===== src/rtl/tnew_scoreboard_if.sv =====
// Decoder-to-scoreboard bundle: D-stage operand/result info toward the scoreboard,
// stall / forwarding select / md busy back toward the pipeline control.
interface tnew_scoreboard_if #(
    parameter int STAGES = 3,
    parameter int SW     = $clog2(STAGES + 1)
) ();
    logic [1:0]    tuse_rs;
    logic [1:0]    tuse_rt;
    logic [2:0]    res_d;
    logic [4:0]    rs_d;
    logic [4:0]    rt_d;
    logic [4:0]    wa_d;
    logic          md_start_d;
    logic          md_div_d;
    logic          md_use_d;
    logic          flush;
    logic          stall;
    logic [SW-1:0] fwd_rs_sel;
    logic [SW-1:0] fwd_rt_sel;
    logic          md_busy;

    modport master (
        output tuse_rs, tuse_rt, res_d, rs_d, rt_d, wa_d,
        output md_start_d, md_div_d, md_use_d, flush,
        input  stall, fwd_rs_sel, fwd_rt_sel, md_busy
    );

    modport slave (
        input  tuse_rs, tuse_rt, res_d, rs_d, rt_d, wa_d,
        input  md_start_d, md_div_d, md_use_d, flush,
        output stall, fwd_rs_sel, fwd_rt_sel, md_busy
    );
endinterface


===== src/rtl/tnew_scoreboard.sv =====
// Tuse/Tnew hazard scoreboard for the D stage: tracks in-flight producers, raises stall,
// selects forwarding stage. Optional mult/div busy counter under `define MD_UNIT_EN.
module tnew_scoreboard #(
    parameter int STAGES      = 3,
    parameter int MULT_CYCLES = 5,
    parameter int DIV_CYCLES  = 10,
    parameter int SW          = $clog2(STAGES + 1)
) (
    input logic              clk,
    input logic              reset,
    tnew_scoreboard_if.slave bus
);
    localparam logic [2:0] RES_NW    = 3'd0;
    localparam logic [2:0] RES_ALU   = 3'd1;
    localparam logic [2:0] RES_DM    = 3'd2;
    localparam logic [2:0] RES_PC    = 3'd3;
    localparam logic [2:0] RES_OTHER = 3'd4;

    localparam int MD_MAX = (MULT_CYCLES > DIV_CYCLES) ? MULT_CYCLES : DIV_CYCLES;

    logic [STAGES:1] valid_q, valid_d;
    logic [4:0]      addr_q [1:STAGES];
    logic [4:0]      addr_d [1:STAGES];
    logic [1:0]      tnew_q [1:STAGES];
    logic [1:0]      tnew_d [1:STAGES];

    logic          insValid;
    logic [1:0]    insTnew;
    logic          rsHit, rtHit;
    logic [SW-1:0] rsSel, rtSel;
    logic [1:0]    rsTnew, rtTnew;
    logic          rsStall, rtStall;
    logic          mdBusy, mdStall;
    logic          stallAll;

    always_comb begin
        insValid = 1'b0;
        insTnew  = 2'd0;
        case (bus.res_d)
            RES_NW:    insValid = 1'b0;
            RES_ALU:   begin insValid = 1'b1; insTnew = 2'd1; end
            RES_DM:    begin insValid = 1'b1; insTnew = 2'd2; end
            RES_PC:    insValid = 1'b1;
            RES_OTHER: insValid = 1'b1;
            default:   insValid = 1'b0;
        endcase
        if (bus.wa_d == 5'd0) insValid = 1'b0;
    end

    // Scan oldest to youngest so the youngest match is the one left standing.
    always_comb begin
        rsHit  = 1'b0;
        rsSel  = '0;
        rsTnew = 2'd0;
        rtHit  = 1'b0;
        rtSel  = '0;
        rtTnew = 2'd0;
        for (int k = STAGES; k >= 1; k--) begin
            if (valid_q[k] && (addr_q[k] == bus.rs_d) && (bus.rs_d != 5'd0)) begin
                rsHit  = 1'b1;
                rsSel  = SW'(k);
                rsTnew = tnew_q[k];
            end
            if (valid_q[k] && (addr_q[k] == bus.rt_d) && (bus.rt_d != 5'd0)) begin
                rtHit  = 1'b1;
                rtSel  = SW'(k);
                rtTnew = tnew_q[k];
            end
        end
    end

    assign rsStall  = rsHit && (bus.tuse_rs != 2'd3) && (rsTnew > bus.tuse_rs);
    assign rtStall  = rtHit && (bus.tuse_rt != 2'd3) && (rtTnew > bus.tuse_rt);
    assign stallAll = rsStall || rtStall || mdStall;

    always_comb begin
        for (int k = 1; k <= STAGES; k++) begin
            valid_d[k] = 1'b0;
            addr_d[k]  = 5'd0;
            tnew_d[k]  = 2'd0;
        end
        for (int k = STAGES; k >= 2; k--) begin
            valid_d[k] = valid_q[k-1] && !bus.flush;
            addr_d[k]  = addr_q[k-1];
            tnew_d[k]  = (tnew_q[k-1] == 2'd0) ? 2'd0 : tnew_q[k-1] - 2'd1;
        end
        valid_d[1] = insValid && !stallAll && !bus.flush;
        addr_d[1]  = bus.wa_d;
        tnew_d[1]  = insTnew;
    end

    always_ff @(posedge clk or posedge reset) begin
        if (reset) begin
            valid_q <= '0;
            for (int k = 1; k <= STAGES; k++) begin
                addr_q[k] <= 5'd0;
                tnew_q[k] <= 2'd0;
            end
        end else begin
            valid_q <= valid_d;
            for (int k = 1; k <= STAGES; k++) begin
                addr_q[k] <= addr_d[k];
                tnew_q[k] <= tnew_d[k];
            end
        end
    end

`ifdef MD_UNIT_EN
    localparam int CW = $clog2(MD_MAX + 1);

    logic [CW-1:0] md_cnt_q, md_cnt_d;

    assign mdBusy  = (md_cnt_q != '0);
    assign mdStall = (bus.md_start_d || bus.md_use_d) && mdBusy;

    // Counter keeps running through stalls and flushes; only a start that really enters E reloads it.
    always_comb begin
        md_cnt_d = md_cnt_q;
        if (bus.md_start_d && !stallAll && !bus.flush)
            md_cnt_d = bus.md_div_d ? CW'(DIV_CYCLES) : CW'(MULT_CYCLES);
        else if (md_cnt_q != '0)
            md_cnt_d = md_cnt_q - 1'b1;
    end

    always_ff @(posedge clk or posedge reset) begin
        if (reset) md_cnt_q <= '0;
        else       md_cnt_q <= md_cnt_d;
    end
`else
    logic unused_md;
    assign unused_md = ^{bus.md_start_d, bus.md_div_d, bus.md_use_d, 1'(MD_MAX)};
    assign mdBusy    = 1'b0;
    assign mdStall   = 1'b0;
`endif

    assign bus.stall      = stallAll;
    assign bus.fwd_rs_sel = rsSel;
    assign bus.fwd_rt_sel = rtSel;
    assign bus.md_busy    = mdBusy;
endmodule

===== src/flat_wrapper.sv =====
// flat-port wrapper written by rule: the top's interface ports become plain ports
module tnew_scoreboard_flat 
#(
    parameter int STAGES      = 3,
    parameter int MULT_CYCLES = 5,
    parameter int DIV_CYCLES  = 10,
    parameter int SW          = $clog2(STAGES + 1)
)
  (clk, reset, bus_tuse_rs, bus_tuse_rt, bus_res_d, bus_rs_d, bus_rt_d, bus_wa_d, bus_md_start_d, bus_md_div_d, bus_md_use_d, bus_flush, bus_stall, bus_fwd_rs_sel, bus_fwd_rt_sel, bus_md_busy);
  tnew_scoreboard_if #(.STAGES(STAGES), .SW(SW)) bus_i ();
  input logic clk;
  input logic reset;
  input wire logic [$bits(bus_i.tuse_rs)-1:0] bus_tuse_rs;
  input wire logic [$bits(bus_i.tuse_rt)-1:0] bus_tuse_rt;
  input wire logic [$bits(bus_i.res_d)-1:0] bus_res_d;
  input wire logic [$bits(bus_i.rs_d)-1:0] bus_rs_d;
  input wire logic [$bits(bus_i.rt_d)-1:0] bus_rt_d;
  input wire logic [$bits(bus_i.wa_d)-1:0] bus_wa_d;
  input wire logic [$bits(bus_i.md_start_d)-1:0] bus_md_start_d;
  input wire logic [$bits(bus_i.md_div_d)-1:0] bus_md_div_d;
  input wire logic [$bits(bus_i.md_use_d)-1:0] bus_md_use_d;
  input wire logic [$bits(bus_i.flush)-1:0] bus_flush;
  output wire logic [$bits(bus_i.stall)-1:0] bus_stall;
  output wire logic [$bits(bus_i.fwd_rs_sel)-1:0] bus_fwd_rs_sel;
  output wire logic [$bits(bus_i.fwd_rt_sel)-1:0] bus_fwd_rt_sel;
  output wire logic [$bits(bus_i.md_busy)-1:0] bus_md_busy;
  assign bus_i.tuse_rs = bus_tuse_rs;
  assign bus_i.tuse_rt = bus_tuse_rt;
  assign bus_i.res_d = bus_res_d;
  assign bus_i.rs_d = bus_rs_d;
  assign bus_i.rt_d = bus_rt_d;
  assign bus_i.wa_d = bus_wa_d;
  assign bus_i.md_start_d = bus_md_start_d;
  assign bus_i.md_div_d = bus_md_div_d;
  assign bus_i.md_use_d = bus_md_use_d;
  assign bus_i.flush = bus_flush;
  assign bus_stall = bus_i.stall;
  assign bus_fwd_rs_sel = bus_i.fwd_rs_sel;
  assign bus_fwd_rt_sel = bus_i.fwd_rt_sel;
  assign bus_md_busy = bus_i.md_busy;
  tnew_scoreboard #(.STAGES(STAGES), .MULT_CYCLES(MULT_CYCLES), .DIV_CYCLES(DIV_CYCLES), .SW(SW)) u_core (.clk(clk), .reset(reset), .bus(bus_i));
endmodule

===== config.mk =====
export PLATFORM = sky130hd
export DESIGN_NAME = tnew_scoreboard_flat
export DESIGN_NICKNAME = d
export VERILOG_FILES = /design/src/rtl/tnew_scoreboard_if.sv /design/src/rtl/tnew_scoreboard.sv /design/src/flat_wrapper.sv
export SDC_FILE = /design/constraint.sdc
export NUM_CORES = 1
export LEC_CHECK = 0
export BUFFER_PORTS_ARGS = -buffer_cell sky130_fd_sc_hd__buf_2
export CORE_MARGIN = 8
export CORE_UTILIZATION = 57
export DETAILED_ROUTE_END_ITERATION = 10
export GPL_ROUTABILITY_DRIVEN = 0
export PLACE_DENSITY = 0.85
export SYNTH_ARGS = -nofsm -noshare
export SYNTH_HDL_FRONTEND = slang
export SYNTH_SLANG_ARGS = --single-unit

===== constraint.sdc =====
create_clock -name clk -period 5.29 [get_ports clk]
set_clock_uncertainty 0.2 [all_clocks]
set_input_delay 0.2645 -clock clk [delete_from_list [all_inputs] [get_ports clk]]
set_output_delay 0.2645 -clock clk [all_outputs]
set_load 0.02 [all_outputs]

==> results_dict.tcl <==
set metrics [dict create \
    outcome "complete, no violations" \
    tritoncts "done" \
    num_io_pins 34 \
    hold_path_depth 4 \
    clock_latency_ps 310 \
    grt_pass1_vias 1156 \
    fin_crit_sh_pct 68.87 \
    fin_crit_ps 3643 \
    synthArstFlopShare_pct 100.0 \
    netSwitchingFraction_pct 25.61 \
    fp.coreArea_sq_um 2432 \
    post-place-cells 181 \
    dieArea_sq_um 4353 \
    startpoint_type "register" \
    fin_nets 199 \
    die_y_um 65.98 \
    syn_nets 156 \
    layout-drive-gt1-share_pct 29.52 \
    max_cap_viol_count 0 \
    clock-root-buffer "clkbuf_4" \
    yosys.area.top_type_share_pct 42.18 \
    grt_pass1_wl_mm 5.237 \
    vias 1088 \
    crit_fanout 4 \
    max-vdd-ir-drop_v 0.0002211 \
    ant_nets 0 \
    htree_levels 1 \
    via_per_inst 5.551 \
    synth_edf_count 0 \
    relSlewSlack_pct 41.14 \
    drtPass1Iterations 4 \
    grt_max_degree 25 \
    cp.required_ps 4830 \
    seqPwrFrac_pct 56.3 \
    first_iter_violations 41 \
    post_drt_wl_per_cell_um 15.52 \
    antenna_cells 0 \
    synth-seq-cells 24 \
    multi_input_area_sq_um 785.8 \
    critical_path_class "register to output port" \
    critical_path_arrival_ps 3180 \
    fp-row-count 18 \
    p_clk_share_pct 26.9 \
    port_buffers 29 \
    slew_viol_final 0 \
    cellInternalPower_mw 0.2652 \
    leakage_nw 0.7645 \
    grt_usage_pct 15.35 \
    yosysSeqAreaShare_pct 42.18 \
    synth_cell_types 35 \
    synth-main-ff-cell "dfrtp_1" \
    drcViolationCount 0 \
    fill_cells 183 \
    gr-total-overflow 0 \
    cts_buffer_depth 2 \
    synth_area_leaders "dfrtp_1 (42%), xnor2_1 (15%), mux2_2 (4.0%), xor2_1 (3.7%), ha_1 (3.5%)" \
    path_clk_slew_ps 140 \
    dp_hpwl_mm 2.386 \
    tns_ps 0 \
    regArea_sq_um 600.6 \
    fmaxAchievable_ghz 0.2745 \
    finalHoldViolations 0 \
    die_x_um 65.98 \
    area_growth_pct 21.79 \
    syn_avg_cell_area_sq_um 11.48 \
    power.share.combinational_pct 16.9 \
    antenna_found_initial 0 \
    p_per_area_nw_per_um2 205.6 \
    cts.sinks 24 \
    start_util_pct 58.54 \
    fin_cells 196 \
    setup_viol 0 \
    rr_worst_depth 10 \
    syn_area_sq_um 1424 \
    syn_inst 124 \
    cp-end-kind "output port" \
    wirelength_mm 3.041 \
    synth_top_area_cell "dfrtp_1" \
    hp-class "input pin to register" \
    yosys_warnings 0 \
    power.switching_mw 0.09131 \
    cts_made_buffers 3 \
    worst_pin_slew_ps 881.9 \
    rsz0062_at_grt "no" \
]
==> power groups by stage <==
| stage | Clock (mW) | Combinational [mW] | Sequential [mW] |
|---|---|---|---|
| 6_report | 0.0958 | 0.0601 | 0.201 |
| 5_1_grt | 0.105 | 0.0668 | 0.202 |
| 4_1_cts | 0.0975 | 0.0603 | 0.200 |
| 3_5_place_dp | 0 | 0.0542 | 0.204 |
| 3_3_place_gp | 0 | 0.0518 | 0.203 |
| 2_1_floorplan | 0 | 0.0342 | 0.201 |
==> layout by cell type, fill, tap and decap left out, types with 3 or more instances in the layout <==
| cell type | synthesis | final |
|---|---|---|
| buf_2 | 0 | 29 |
| clkbuf_4 | 0 | 3 |
| dfrtp_1 | 24 | 24 |
| dlygate4sd3_1 | 0 | 11 |
| ha_1 | 4 | 4 |
| inv_1 | 5 | 5 |
| mux2_2 | 5 | 5 |
| nand2_1 | 4 | 4 |
| nand4_1 | 5 | 5 |
| nor2b_1 | 4 | 4 |
| nor4b_1 | 4 | 4 |
| o21ai_0 | 3 | 3 |
| or4_4 | 3 | 3 |
| xnor2_1 | 25 | 25 |
| xor2_1 | 6 | 6 |
==> cells in the mapped netlist, drive strengths merged (4+ instances only) <==
library cell / n
ha: 4
or4: 4
nor4b: 4
nand4: 5
xor2: 6
inv: 5
nor2b: 4
or3: 4
nand2: 4
mux2: 6
xnor2: 25
dfrtp: 24
==> state kept, by name, summed over array words and instances, names as in the netlist <==
| name | count |
|---|---|
| u_core.addr_d | 10 |
| u_core.addr_q | 5 |
| u_core.tnew_q | 6 |
| u_core.valid_q | 3 |
==> layout make-up <==
cell class	instances	share of cell area [%]
multi-input cells	93	45.31
flip-flops and latches	24	34.63
repair buffers	40	14.72
well taps	30	2.165
clock buffers	4	2.092
inverters	5	1.082
==> critical path: stages, from the launching register on <==
cell and delay, ps:
dfrtp_1 430, xnor2_1 210, nand4_1 150, or3_4 390, mux2_4 300, mux2_2 270
ha_1 300, a21oi_1 60, a221o_1 300, a31oi_4 190, or2_1 120, buf_2 150
==> worst paths after layout <==
kind / endpoint / slack [ps] / startpoint
max: bus_stall / 1650 / u_core.addr_d[2]$_DFF_PP0_
min: u_core.valid_q[1]$_DFF_PP0_ / 90 / bus_res_d[2]
max reg2reg: u_core.valid_q[1]$_DFF_PP0_ / 2330 / u_core.addr_d[2]$_DFF_PP0_
min reg2reg: u_core.addr_d[3]$_DFF_PP0_ / 260 / u_core.addr_d[8]$_DFF_PP0_
max in group asynchronous: u_core.addr_d[3]$_DFF_PP0_ / 3870 / reset
min in group asynchronous: u_core.tnew_q[4]$_DFF_PP0_ / 460 / reset
==> per-stage QoR <==
step	power, mW	util [%]	setup slack (ps)	instance area (sq um)	hold slack, ps
6_report	0.3565	71.30	1647	1734	89.89
5_1_grt	0.3735	71.30	1453	1734	132.9
4_1_cts	0.3583	71.30	1620	1734	93.12
3_5_place_dp	0.2582	65.28	1834	1588	184.8
3_3_place_gp	0.2550	65.28	1844	1588	180.6
2_1_floorplan	0.2355	-	2186	1424	79.12
==> cell families after synthesis <==
group | share of synthesized area (%)
compound gates | 6.151
xor+xnor | 19.07
fa+ha+maj | 3.515
buf+inv | 2.636
flops | 42.18
mux | 6.414
other cells | 0.2634
simple gates | 19.77
==> repair_timing <==
action,in CTS,in global routing
hold endpoints to repair,34,0
resized for setup,0,0
setup buffers,0,0
hold buffers,11,0
==> layer usage <==
layer / vias up / GRT usage [%] / part of all wire [%]
met5: - / 0 / 0
li1: 521 / - / -
met4: 0 / 4.000 / 0.59
met3: 2 / 3.220 / 4.4
met2: 24 / 26.92 / 52
met1: 541 / 18.54 / 43
(Power assumes the default switching activity.)
